--- config.mk ---
export PLATFORM = sky130hd
export DESIGN_NAME = fetch_ctrl
export DESIGN_NICKNAME = d
export VERILOG_FILES = /design/src/rtl/fetch_ctrl.sv
export SDC_FILE = /design/constraint.sdc
export NUM_CORES = 1
export LEC_CHECK = 0
export CAP_MARGIN = 20
export CORE_MARGIN = 2
export CORE_UTILIZATION = 47
export CTS_CLUSTER_SIZE = 20
export DETAILED_ROUTE_END_ITERATION = 16
export GPL_TIMING_DRIVEN = 0
export PLACE_DENSITY = 0.81
export SLEW_MARGIN = 30
export SYNTH_ARGS = -nofsm -noshare
export SYNTH_HDL_FRONTEND = slang
export SYNTH_SLANG_ARGS = --single-unit
--- constraint.sdc ---
create_clock -name clk -period 3.2 [get_ports clk]
set_input_delay 0.64 -clock clk [delete_from_list [all_inputs] [get_ports clk]]
set_output_delay 0.64 -clock clk [all_outputs]
set_load 0.02 [all_outputs]
--- src/rtl/fetch_ctrl.sv ---
// Instruction fetch controller: BOOT/FETCH/DRAIN sequencer with a one-entry buffer.
// Optional macro FETCH_REDIRECT_CNT_EN adds a redirect cycle counter output.
module fetch_ctrl #(
  parameter logic [31:0] RESET_PC = 32'h0000_0000
) (
  input  logic        clk,
  input  logic        reset,
  input  logic        stall,
  input  logic        branch_taken,
  input  logic        is_j_instr,
  input  logic        is_jr_instr,
  input  logic [31:0] branch_pc,
  input  logic        trap_req,
  input  logic [31:0] trap_vector,
  output logic        imem_req,
  output logic [31:0] imem_addr,
  input  logic        imem_ack,
  input  logic [31:0] imem_rdata,
  output logic [31:0] instr,
  output logic [31:0] instr_pc,
`ifdef FETCH_REDIRECT_CNT_EN
  output logic [31:0] redirect_count,
`endif
  output logic        instr_valid
);

  typedef enum logic [1:0] {
    BOOT  = 2'd0,
    FETCH = 2'd1,
    DRAIN = 2'd2
  } state_t;

  state_t      state;
  logic [31:0] pc;
  logic [31:0] hold_addr;
  logic        pending;   // request issued to memory and not yet acknowledged

  logic        redirect;
  logic [31:0] target;
  logic        consumed;

  assign redirect = trap_req | branch_taken | is_j_instr | is_jr_instr;
  assign target   = trap_req ? trap_vector : branch_pc;
  assign consumed = instr_valid & ~stall;

  // An outstanding request keeps req/addr frozen even if the consumer stalls
  // or the pc is redirected underneath it.
  // NOTE: every signal assigned in always_comb gets a default first so no latch is inferred.
  always_comb begin
    imem_req  = 1'b0;
    imem_addr = pending ? hold_addr : pc;
    unique case (state)
      FETCH:   imem_req = pending | ~instr_valid | consumed;
      DRAIN:   imem_req = 1'b1;
      default: imem_req = 1'b0;
    endcase
  end

  // NOTE: state is updated with non-blocking assignments so every register samples pre-edge values.
  // NOTE: reset is synchronous, so it only takes effect on a rising clk edge.
  always_ff @(posedge clk) begin
    if (!reset) begin
      state       <= BOOT;
      pc          <= RESET_PC;
      hold_addr   <= RESET_PC;
      pending     <= 1'b0;
      instr_valid <= 1'b0;
      instr       <= '0;
      instr_pc    <= '0;
    end else begin
      unique case (state)
        BOOT: begin
          state   <= FETCH;
          pc      <= RESET_PC;
          pending <= 1'b0;
        end

        FETCH: begin
          if (consumed) instr_valid <= 1'b0;
          if (redirect) begin
            pc          <= target;
            instr_valid <= 1'b0;
            if (imem_req && !imem_ack) begin
              // Memory still owes us a word for the old stream; wait it out.
              state     <= DRAIN;
              pending   <= 1'b1;
              hold_addr <= imem_addr;
            end else begin
              pending <= 1'b0;
            end
          end else if (imem_req && imem_ack) begin
            instr       <= imem_rdata;
            instr_pc    <= pc;
            instr_valid <= 1'b1;
            pc          <= pc + 32'd1;
            pending     <= 1'b0;
          end else if (imem_req) begin
            pending   <= 1'b1;
            hold_addr <= imem_addr;
          end
        end

        DRAIN: begin
          if (redirect) begin
            pc          <= target;
            instr_valid <= 1'b0;
          end
          // The returning word belongs to the abandoned stream; the buffer is left alone.
          if (imem_ack) begin
            state   <= FETCH;
            pending <= 1'b0;
          end
        end

        default: begin
          state   <= BOOT;
          pending <= 1'b0;
        end
      endcase
    end
  end

`ifdef FETCH_REDIRECT_CNT_EN
  always_ff @(posedge clk) begin
    if (!reset)        redirect_count <= '0;
    else if (redirect) redirect_count <= redirect_count + 32'd1;
  end
`endif

endmodule
Word-level counts from Yosys, hierarchy flattened
Index checks and enable logic that the tools add are counted.
- register bits: 132
- output and inout port bits: 98
- bitwise logic cells: 9
- multiplexer cells: 26
- reduce and logical (&&, ||, !) cells: 13
- eq/ne operators: 11
- $add $sub $neg: 1
- operators with widths (cell ; number):
    two-way mux 32 bit ; 9
    one-hot mux 32 bit (3 select lines) ; 1
    adder 32 x 1 -> 32 bit (second input constant) ; 1
    AND reduction 3 bit ; 4
    != test 2 bit (second input constant) ; 5
    two-way mux 1 bit ; 9
    != test 4 bit (second input constant) ; 2
    two-way mux 2 bit ; 3
    one-hot mux 1 bit (2 select lines) ; 3
    one-hot mux 2 bit (3 select lines) ; 1
    bitwise OR 1 bit ; 5
    AND reduction 4 bit ; 1
    nonzero test 2 bit ; 2
    != test 3 bit (second input constant) ; 1
    inverter 1 bit ; 3
    nonzero test 3 bit ; 1
    == test 2 x 1 -> 1 bit (second input constant) ; 1
    == test 2 bit (second input constant) ; 1
    logical AND 1 bit ; 2
    logical NOT 2 bit ; 1
    != test 2 x 1 -> 1 bit (second input constant) ; 1
    AND reduction 2 bit ; 1
    AND 1 bit ; 1
    logical NOT 1 bit ; 1

Depth between registers and ports, before layout
- word-level depth: 8
- mapped depth: 10
- gate-level depth less buffers: 7

Least setup slack after synthesis
No wires, ideal clock.
- path kind: in2reg
- start point: input port trap_req
- end point: register pc[31]
- slack: 0.636 ns
- buffers on the path: 3
- stages on the path: 8
- arrival: 2.442 ns
- setup time: 0.122 ns
- data required time: 3.078 ns
- path through: buf_2 > or4_1 > clkbuf_1 > a211oi_4 > or2_2 > buf_2 > nor3_1 > a221o_1
- cells in the longest elaborated chain, start to end: 5
- RTL lines (item ; RTL line ; source):
    start, declared ; 13 ; input logic trap_req,
    bitwise OR 1 bit (3 in series) ; 42 ; assign redirect = trap_req | branch_taken | is_j_instr | is_jr_instr;
    != test 3 bit (no source line) (tied with other cells) ; -- ;
    AND reduction 3 bit (no source line) or one-hot mux 32 bit (3 select lines) (tied branches) ; -- ;
    end signal, assigned ; 81 ; pc <= target;
    end signal, assigned ; 95 ; pc <= pc + 32'd1;
    end signal, assigned ; 105 ; pc <= target;
    end, declared ; 34 ; logic [31:0] pc;
Several ways; a longest one is shown, not always the timed one. The select of a mux whose other input is x is not followed.
A chain may end at the register's enable or synchronous reset.

Final worst setup path
- start point: register state[0]
- end point: output port imem_req
- cells in the longest elaborated chain, start to end: 2
- RTL lines (item ; RTL line ; source):
    start, declared ; 33 ; state_t state;
    start signal, assigned ; 63 ; state <= BOOT;
    start signal, assigned ; 73 ; state <= FETCH;
    start signal, assigned ; 85 ; state <= DRAIN;
    == test 2 bit or == test 2 x 1 -> 1 bit (tied branches) ; 52 ; unique case (state)
    one-hot mux 1 bit (2 select lines) * ; 52 ;
    end, declared ; 15 ; output logic imem_req,
Every way passes the cells marked *; elsewhere a longest branch is shown, timed or not.

==> reports/qor.yml <==
outcome:
  outcome: "finished, final reports clean"
global_route:
  overflow: 0
  grt_pass1_vias: 6142
  grtUsageTotal_pct: 27.8
  grt_antenna_before_repair: 0
  grt_max_degree: 17
  grt_pass1_wl_um: 31800
synthesis:
  yosys.area.top_type_share_pct: 40.6
  async_flop_share_pct: 0
  synth_common_cells: "nand2_1 (163), dfxtp_1 (132), a21oi_1 (84)"
  synth.most_common_cell: "nand2_1"
  yosysTopAreaCell: "dfxtp_1"
  synth_edf_count: 0
  syn_nets: 903
  yosysWarningCount: 0
  synthTopCellsByArea: "dfxtp_1 (41%), mux2i_1 (10%), nand2_1 (9.4%)"
  synth-seq-cells: 132
  mappedNetlistArea_sq_um: 6510
  yosysUniqueCellTypes: 56
  syn_inst: 794
  seq_area_frac_synth_pct: 40.6
  synth-main-ff-cell: "dfxtp_1"
  synth.avg_cell_area_sq_um: 8.20
timing:
  setup_ws_ns: 0.0943
  hold-worst-slack_ns: 0.453
  slew_headroom_pct: 45.7
  fmaxAchievable_mhz: 322
  post-route-period-util_pct: 97.1
  slew_viol_final: 0
  period_needed_ns: 3.11
  hold_viol: 0
  tightest_slew_ns: 0.815
  rsz0062_at_grt: "false"
  setup_viol: 0
  fin_skew_ns: 0.00701
power:
  p_comb_share_pct: 12.0
  p_leak_nw: 3.24
  clockPowerShare_pct: 47.5
  power_density_nw_per_um2: 447
  switching_share_pct: 23.7
  sequentialPowerShare_pct: 40.5
  vdd_drop_max_v: 0.000357
  p_sw_mw: 0.989
  p_int_mw: 3.19
floorplanning:
  die_h_um: 122
  io_pins: 202
  die_area_sq_um: 14800
  rows: 43
  core_sq_um: 13700
  die_w_um: 122
  floorplan.initialDensity_pct: 47.5
setup_path:
  r2r_cells: 9
  worstSetupPathType: "reg2out"
  cp_max_fo: 10
  r2r-start: "state[0]$_SDFFE_PN0P_"
  r2r-end: "pc[30]$_SDFFE_PN0P_"
  cp.arrival_ns: 2.47
  end_kind: "output pin"
  r2r_setup_slack_ns: 0.38
  start_kind: "flop"
  required_ns: 2.56
finish:
  drive_above_1_share_pct: 8.20
  diodes: 0
  final_nets: 1122
  fin_cells: 1205
  syn_to_final_growth_pct: 43.6
placed_design:
  place_ws_ns: -0.194
  gp_congestion: 0.960
  place_inst: 1174
  dp_hpwl_um: 14900
  io_buffers: 200
cts:
  h-tree-depth: 4
  numCtsBuffers: 17
  postCtsSetupRepairBufs: 0
  cts_tree: "built"
  clk_pin_slew_worst_paths_ns: 0.05
  clock_path_buffers: 2
  cts_num_sinks: 132
  clock_latency_ns: 0.42
  root_buffer: "clkbuf_16"
min_path:
  hp-class: "reg2reg"
  hold_start: "instr[0]$_SDFFE_PN0P_"
  hold_depth: 2
  min_to: "instr[0]$_SDFFE_PN0P_"
drt:
  first_pass_iters: 5
  viasPerCell: 5.59
  ant_nets: 0
  routed_wl_um: 20700
  post-route-drc-count: 0
  vias: 6735
  drt_iter0_markers: 671
  wl_per_cell_um: 17.2
run:
  drv_cap: 0
## logic make-up after synthesis
family,after synthesis,share of synthesized area (%)
simple gates,318,22.7
flops,132,40.6
buf+inv,73,4.54
compound gates,165,15.3
fa+ha+maj,5,0.961
mux,93,14.8
xor+xnor,8,1.08
## routing by layer
| layer | vias up | global-route usage (%) | part of all wire (%) |
|---|---|---|---|
| met5 | - | 0 | 0 |
| met3 | 54 | 6.23 | 8.2 |
| li1 | 3229 | - | - |
| met4 | 0 | 11.4 | 3.0 |
| met1 | 3141 | 36.0 | 43 |
| met2 | 311 | 44.9 | 46 |
## final cells by class
cell class              instances  area (sq um)
fillers                      1160          4370
repair buffers                200          2000
plain buffers                  65           273
flip-flops and latches        132          2640
inverters                       8          30.0
well taps                     180           225
clock buffers                  23           478
clock inverters                 8           125
multi-input cells             589          3570
## cell usage in the layout, fill, tap and decap left out, drive strengths merged, types with 3 or more instances in the layout
master | netlist | final
o22ai | 11 | 11
or3 | 3 | 3
mux2i | 65 | 65
o21ai | 25 | 25
nor2 | 65 | 65
nor4 | 10 | 10
buf | 18 | 18
clkinv | 0 | 4
clkdlybuf4s50 | 0 | 200
xor2 | 4 | 4
nand2 | 163 | 163
and4b | 3 | 3
or2 | 6 | 6
and2 | 4 | 4
dfxtp | 132 | 132
mux2 | 28 | 28
o211ai | 8 | 8
clkbuf | 47 | 70
o32a | 6 | 6
bufinv | 0 | 3
xnor2 | 4 | 4
a22oi | 5 | 5
a32o | 4 | 4
a31oi | 7 | 7
nor3 | 12 | 12
or4 | 4 | 4
nand4b | 4 | 4
inv | 8 | 8
and4 | 4 | 4
nand3 | 14 | 14
ha | 5 | 5
o2bb2ai | 3 | 3
and3 | 6 | 6
a21oi | 85 | 85
nand4 | 11 | 11
## metrics by stage
stage | setup TNS (ns) | total power, mW | cell area, sq um | util (%)
finish | 0 | 4.18 | 9350 | 68.1
global route | 0 | 4.30 | 9350 | 68.1
CTS | 0 | 4.18 | 9340 | 68.1
detailed placement | -6.33 | 2.21 | 8740 | 63.7
global placement | -6.41 | 2.21 | 8740 | 63.7
floorplan | 0 | 1.96 | 6510 | -
## power groups by stage
| stage | sequential [mW] | clock (mW) | combinational, mW |
|---|---|---|---|
| global placement | 1.72 | 0 | 0.487 |
| CTS | 1.69 | 2.00 | 0.494 |
| floorplan | 1.71 | 0 | 0.250 |
| global route | 1.69 | 2.08 | 0.535 |
| finish | 1.69 | 1.99 | 0.501 |
| detailed placement | 1.72 | 0 | 0.489 |
## how the worst max path moves through the flow
stage	startpoint	to	slack [ns]	cells after the start
finish	state[0]$_SDFFE_PN0P_	imem_req	0.09	5
floorplan	trap_req	pc[31]$_SDFFE_PN0P_	0.64	8
detailed placement	branch_taken	pc[17]$_SDFFE_PN0P_	-0.19	8
CTS	state[1]$_SDFFE_PN0P_	imem_req	0.02	6
global route	branch_taken	pc[17]$_SDFFE_PN0P_	0.02	8
global placement	branch_taken	instr_pc[27]$_SDFFE_PN0P_	-0.13	9
## flip-flops by register name, indices dropped and copies added (netlist names)
register,flops
state,2
instr_valid,1
hold_addr,32
pending,1
instr,32
pc,32
instr_pc,32
## what timing repair did
action,CTS,global route
hold buffers,0,0
setup endpoints to repair,25,12
cloned,0,0
gates resized for setup,1,6
pin swaps,0,0
## critical path: stages, from the launching register on
cell,delay [ns]
dfxtp_1,0.37
inv_1,0.08
ha_1,0.30
clkbuf_1,0.31
nor2b_1,0.33
clkdlybuf4s50_1,0.66
Note: power is estimated with default switching activity, not from simulation.
